--- src/rtl/btn_event_detector.sv ---
// Push-button front end: synchronizes and debounces a raw button, then classifies
// press / release / long-press events. Define BTN_AUTOREPEAT_EN to add auto-repeat while held.
module btn_event_detector #(
  parameter int DEBOUNCE_COUNT_THRESHOLD = 300,
  parameter int LONG_PRESS_CYCLES        = 1000,
  parameter int REPEAT_CYCLES            = 200
) (
  input  logic sysclk,
  input  logic reset,
  input  logic btn,
  output logic press_pulse,
  output logic release_pulse,
  output logic long_press_pulse,
  output logic btn_state
);

  localparam int DEB_W  = $clog2(DEBOUNCE_COUNT_THRESHOLD + 1);
  localparam int HOLD_W = $clog2(LONG_PRESS_CYCLES + 1);

  localparam logic [DEB_W-1:0]  DEB_LAST  = DEB_W'(DEBOUNCE_COUNT_THRESHOLD - 1);
  localparam logic [HOLD_W-1:0] HOLD_LAST = HOLD_W'(LONG_PRESS_CYCLES - 1);

  if (DEBOUNCE_COUNT_THRESHOLD < 1 || LONG_PRESS_CYCLES < 1 || REPEAT_CYCLES < 1) begin : g_bad_param
    $error("btn_event_detector: all cycle-count parameters must be >= 1");
  end

  typedef enum logic [1:0] {
    IDLE    = 2'd0,
    PRESSED = 2'd1,
    HELD    = 2'd2
  } state_t;

  logic              sync1_q,     sync1_d;
  logic              sync_btn_q,  sync_btn_d;
  logic [DEB_W-1:0]  deb_cnt_q,   deb_cnt_d;
  logic              btn_state_q, btn_state_d;
  state_t            state_q,     state_d;
  logic [HOLD_W-1:0] hold_cnt_q,  hold_cnt_d;
  logic              press_q,     press_d;
  logic              release_q,   release_d;
  logic              long_q,      long_d;
  logic              accept_press;
  logic              accept_release;

`ifdef BTN_AUTOREPEAT_EN
  localparam int REP_W = $clog2(REPEAT_CYCLES + 1);
  localparam logic [REP_W-1:0] REP_LAST = REP_W'(REPEAT_CYCLES - 1);
  logic [REP_W-1:0]  rep_cnt_q,   rep_cnt_d;
`endif

  // NOTE: every signal assigned in this block gets a default first, so no path
  // through the if/case tree can leave one unassigned and infer a latch.
  always_comb begin
    sync1_d        = btn;
    sync_btn_d     = sync1_q;

    // Any sample matching the debounced level drops all accumulated credit.
    deb_cnt_d      = '0;
    btn_state_d    = btn_state_q;
    accept_press   = 1'b0;
    accept_release = 1'b0;
    if (sync_btn_q != btn_state_q) begin
      if (deb_cnt_q == DEB_LAST) begin
        btn_state_d    = sync_btn_q;
        accept_press   = sync_btn_q;
        accept_release = ~sync_btn_q;
      end else begin
        deb_cnt_d = deb_cnt_q + DEB_W'(1);
      end
    end

    state_d    = state_q;
    hold_cnt_d = hold_cnt_q;
    press_d    = 1'b0;
    release_d  = 1'b0;
    long_d     = 1'b0;
`ifdef BTN_AUTOREPEAT_EN
    rep_cnt_d  = rep_cnt_q;
`endif

    unique case (state_q)
      IDLE: begin
        if (accept_press) begin
          state_d    = PRESSED;
          hold_cnt_d = '0;
          press_d    = 1'b1;
        end
      end
      PRESSED: begin
        // A release on the threshold edge wins: the long press never happened.
        if (accept_release) begin
          state_d   = IDLE;
          release_d = 1'b1;
        end else if (hold_cnt_q == HOLD_LAST) begin
          state_d = HELD;
          long_d  = 1'b1;
`ifdef BTN_AUTOREPEAT_EN
          rep_cnt_d = '0;
`endif
        end else begin
          hold_cnt_d = hold_cnt_q + HOLD_W'(1);
        end
      end
      HELD: begin
        if (accept_release) begin
          state_d   = IDLE;
          release_d = 1'b1;
        end
`ifdef BTN_AUTOREPEAT_EN
        else if (rep_cnt_q == REP_LAST) begin
          rep_cnt_d = '0;
          press_d   = 1'b1;
        end else begin
          rep_cnt_d = rep_cnt_q + REP_W'(1);
        end
`endif
      end
      default: state_d = IDLE;
    endcase
  end

  // NOTE: state is updated only with non-blocking assignments so every flop samples
  // the pre-edge values regardless of statement order.
  always_ff @(posedge sysclk or posedge reset) begin
    if (reset) begin
      sync1_q     <= 1'b0;
      sync_btn_q  <= 1'b0;
      deb_cnt_q   <= '0;
      btn_state_q <= 1'b0;
      state_q     <= IDLE;
      hold_cnt_q  <= '0;
      press_q     <= 1'b0;
      release_q   <= 1'b0;
      long_q      <= 1'b0;
`ifdef BTN_AUTOREPEAT_EN
      rep_cnt_q   <= '0;
`endif
    end else begin
      sync1_q     <= sync1_d;
      sync_btn_q  <= sync_btn_d;
      deb_cnt_q   <= deb_cnt_d;
      btn_state_q <= btn_state_d;
      state_q     <= state_d;
      hold_cnt_q  <= hold_cnt_d;
      press_q     <= press_d;
      release_q   <= release_d;
      long_q      <= long_d;
`ifdef BTN_AUTOREPEAT_EN
      rep_cnt_q   <= rep_cnt_d;
`endif
    end
  end

  assign press_pulse      = press_q;
  assign release_pulse    = release_q;
  assign long_press_pulse = long_q;
  assign btn_state        = btn_state_q;

endmodule

--- config.mk ---
export PLATFORM = sky130hd
export DESIGN_NAME = btn_event_detector
export DESIGN_NICKNAME = d
export VERILOG_FILES = /design/src/rtl/btn_event_detector.sv
export SDC_FILE = /design/constraint.sdc
export NUM_CORES = 1
export LEC_CHECK = 0
export ABC_AREA = 0
export ABC_CLOCK_PERIOD_IN_PS = 2500
export BUFFER_PORTS_ARGS = -buffer_cell sky130_fd_sc_hd__buf_2
export CAP_MARGIN = 20
export CORE_MARGIN = 5
export CORE_UTILIZATION = 45
export DETAILED_ROUTE_END_ITERATION = 8
export PLACE_DENSITY = 0.73
export SETUP_SLACK_MARGIN = 0.05
export SYNTH_ARGS = -nofsm -noshare
export SYNTH_HDL_FRONTEND = slang
export SYNTH_SLANG_ARGS = --single-unit
--- constraint.sdc ---
create_clock -name sysclk -period 2.5 [get_ports sysclk]
set_clock_uncertainty 0.05 [all_clocks]
set_input_delay 0.125 -clock sysclk [delete_from_list [all_inputs] [get_ports sysclk]]
set_output_delay 0.125 -clock sysclk [all_outputs]
set_load 0.01 [all_outputs]
==> summary.md <==
| Metric | Value |
|---|---|
| Longest Clk Path Bufs | 2 |
| Leak | 0.736 nW |
| P_int | 0.519 mW |
| Combinational power share | 5.1% |
| Async SR Flop Fraction | 100% |
| Via count | 1147 |
| Drt initial violations | 72 |
| Layout Nets | 169 |
| WL/cell | 14.1 microns |
| Worst EP required | 2700 ps |
| M3 GR Usage | 2.53% |
| Minimum clock period | 2150 ps |
| Vias in the first global route | 1140 |
| Cells after synthesis | 147 |
| # clock sinks | 27 |
| Share of the yosys chip area belonging to registers | 46.6% |
| DRC violations left | 0 |
| Global route overflow | 0 |
| GR peak layer | met2 |
| Site Rows | 20 |
| Initial antenna violation count | 0 |
| Synth warnings | 0 |
| Port bufs | 6 |
| Placed wire-length estimate | 2090 microns |
| Post-CTS Setup Inserts | 0 |
| Met1 Usage GRT | 19.2% |
| Die Ht | 66.7 microns |
| Routed WL | 2870 microns |
| Crit path DAT | 2340 ps |
| RSZ-0062 raised after global routing | no |
| Starting Density | 47.1% |
| MaxCap Viol Count | 0 |
| Final TNS setup | 0 ps |
| Routability Congestion | 0.812 |
| Clock Latency Late Sink | 320 ps |
| Top-area cell type share of the netlist area | 46.6% |
| Initial DRT Pass Iterations | 4 |
| Largest net degree at the start of global routing | 28 |
| Synth Flop Type | dfrtp_1 |
| Sw Pwr | 0.153 mW |
| Number of vias per cell | 5.62 |
| Fraction of layout cells with a size suffix above 1 | 10.6% |
| Clock Power Share | 28.2% |
| Final setup viols | 0 |
| Mapped Area | 0.00145 sq mm |
| Crit. End Element | flop |
| CTS H-Tree Depth | 1 |
| Fmax | 466 MHz |
| Flop pwr share | 66.7% |
| Core Footprint | 0.00308 sq mm |
| Root buffer cell | clkbuf_4 |
| Register bit total from synthesis | 27 |
| Worst-path fanout max | 5 |
| Sw frac | 22.8% |
| Pwr Density | 417 mW/mm^2 |
| Global routing usage on met2 | 25.5% |
| R2R Setup Slk | 350 ps |
| Reg clk slew, reported paths | 140 ps |
| Hold_buf cts | 1 |
| TritonCTS buffer count | 3 |
| Post-DRT Antenna Nets | 0 |
| Max-slew violations | 0 |
| Startpoint Class | flop |
| Peak VDD IR | 0.386 mV |
| Dominant cells by area after synthesis | dfrtp_1, nor2_1, ha_1, nand2_1, mux2i_1 |
| Number of enable flip-flop cells after synthesis | 0 |
| Fin worst setup slack | 352 ps |
| Most common cell in the netlist | dfrtp_1 |
| Netlist cell types | 39 |
| Status | completed |
| Post-CTS sizing | 0 |
| Hold Vio Cnt, Final | 0 |
| Area grow syn2layout | 11.2% |
| Place WS | 408 ps |
| Final worst-path cycle share | 85.9% |
| CTS tree | yes |
| Ports | 7 |
| Post-Syn Nets | 155 |
| Slew margin rel. | 58.0% |
| Global-route wire length before repair | 5160 microns |
| Synth cell count leaders | dfrtp_1, nor2_1, nand2_1 |
| Most area-hungry cell type in the Yosys netlist | dfrtp_1 |
| Die Wd | 66.7 microns |
| Die area | 0.00445 sq mm |
| Gr usage total | 14.9% |
| Actual slew at the worst max-slew pin | 625 ps |
| Min-Delay Path Class | input pin to asynchronous set/reset pin |
| Critical path class | flop to flop |
| Syn avg cell area | 9.86 sq um |
| Ant diodes | 0 |
-- layout make-up --
cell class                      instances  area (sq um)
Multi-Input combinational cell        111           739
Tap cell                               44          55.1
Clock buffer                            4          26.3
Timing Repair Buffer                   10          85.1
Sequential cell                        27           676
Fill cell                             279          1470
Inverter                                8          30.0
-- cells by family after synthesis --
group           share of synthesized area [%]
flops                                    46.6
buf+inv                                  2.33
compound gates                           14.1
xor+xnor                                 4.23
mux                                      3.45
simple gates                             25.0
fa+ha+maj                                4.32
-- power by group through the flow --
stage          combinational (mW)  sequential [mW]  clock, mW
4_1_cts                    0.0286            0.449      0.195
2_1_floorplan              0.0206            0.455          0
6_report                   0.0340            0.448      0.190
3_5_place_dp               0.0275            0.457          0
3_3_place_gp               0.0266            0.456          0
5_1_grt                    0.0404            0.450      0.208
-- routing by layer --
| layer | routed length [microns] | vias up |
|---|---|---|
| met5 | 0 | - |
| met4 | 21 | 0 |
| met3 | 142 | 2 |
| met2 | 1430 | 35 |
| met1 | 1290 | 554 |
| li1 | - | 556 |
-- path summary, 6_finish.rpt --
path,cells after the start,start,to
worst max register to register,6,deb_cnt_q[0],hold_cnt_q[8]
worst min register to register,0,sync1_q,sync_btn_q
max in group asynchronous,4,reset,state_q[0]
min in group sysclk,0,sync1_q,sync_btn_q
worst min-delay path,3,reset,sync1_q
worst max-delay path,6,deb_cnt_q[0],hold_cnt_q[8]
-- per-stage QoR --
step           hold slack [ps]  utilization (%)  std cells  total power, mW  cell area (sq um)
4_1_cts                   10.5             51.1        202            0.672               1570
6_report                   273             52.4        204            0.672               1610
2_1_floorplan              106                -        147            0.476               1450
3_5_place_dp               198             50.0        197            0.484               1540
3_3_place_gp               192             50.0        197            0.483               1540
5_1_grt                    314             52.4        204            0.698               1610
-- worst max-delay path, cell delays in order, from the launching register on --
cell       delay (ps)
dfrtp_1           430
ha_1              260
and4_1            280
and3_1            250
a2111oi_4         430
a41oi_1           180
a31oi_1           190
-- state kept, by name (all words and copies together) (netlist names) --
signal / cells
btn_state: 1
deb_cnt_q: 9
hold_cnt_q: 10
long_press_pulse: 1
press_pulse: 1
release_pulse: 1
state_q: 2
sync1_q: 1
sync_btn_q: 1
-- layout by cell type, fill, tap and decap left out, drive strengths merged, types with 2 or more instances in the layout --
master / Yosys / layout
dfrtp: 27 / 27
nor2: 19 / 19
nand2: 16 / 16
inv: 8 / 8
nand3: 8 / 8
buf: 0 / 8
and3: 7 / 7
a21oi: 6 / 6
mux2i: 5 / 5
a31oi: 5 / 5
ha: 5 / 5
xnor2: 4 / 4
clkbuf: 1 / 4
nand4: 3 / 3
xor2: 3 / 3
and4: 2 / 2
nor2b: 2 / 2
o31ai: 2 / 2
a211o: 2 / 2
nor3: 2 / 2
o2bb2ai: 2 / 2
a41oi: 2 / 2
dlygate4sd3: 0 / 2
nor4: 2 / 2
o21ai: 2 / 2
(Power assumes the default switching activity.)
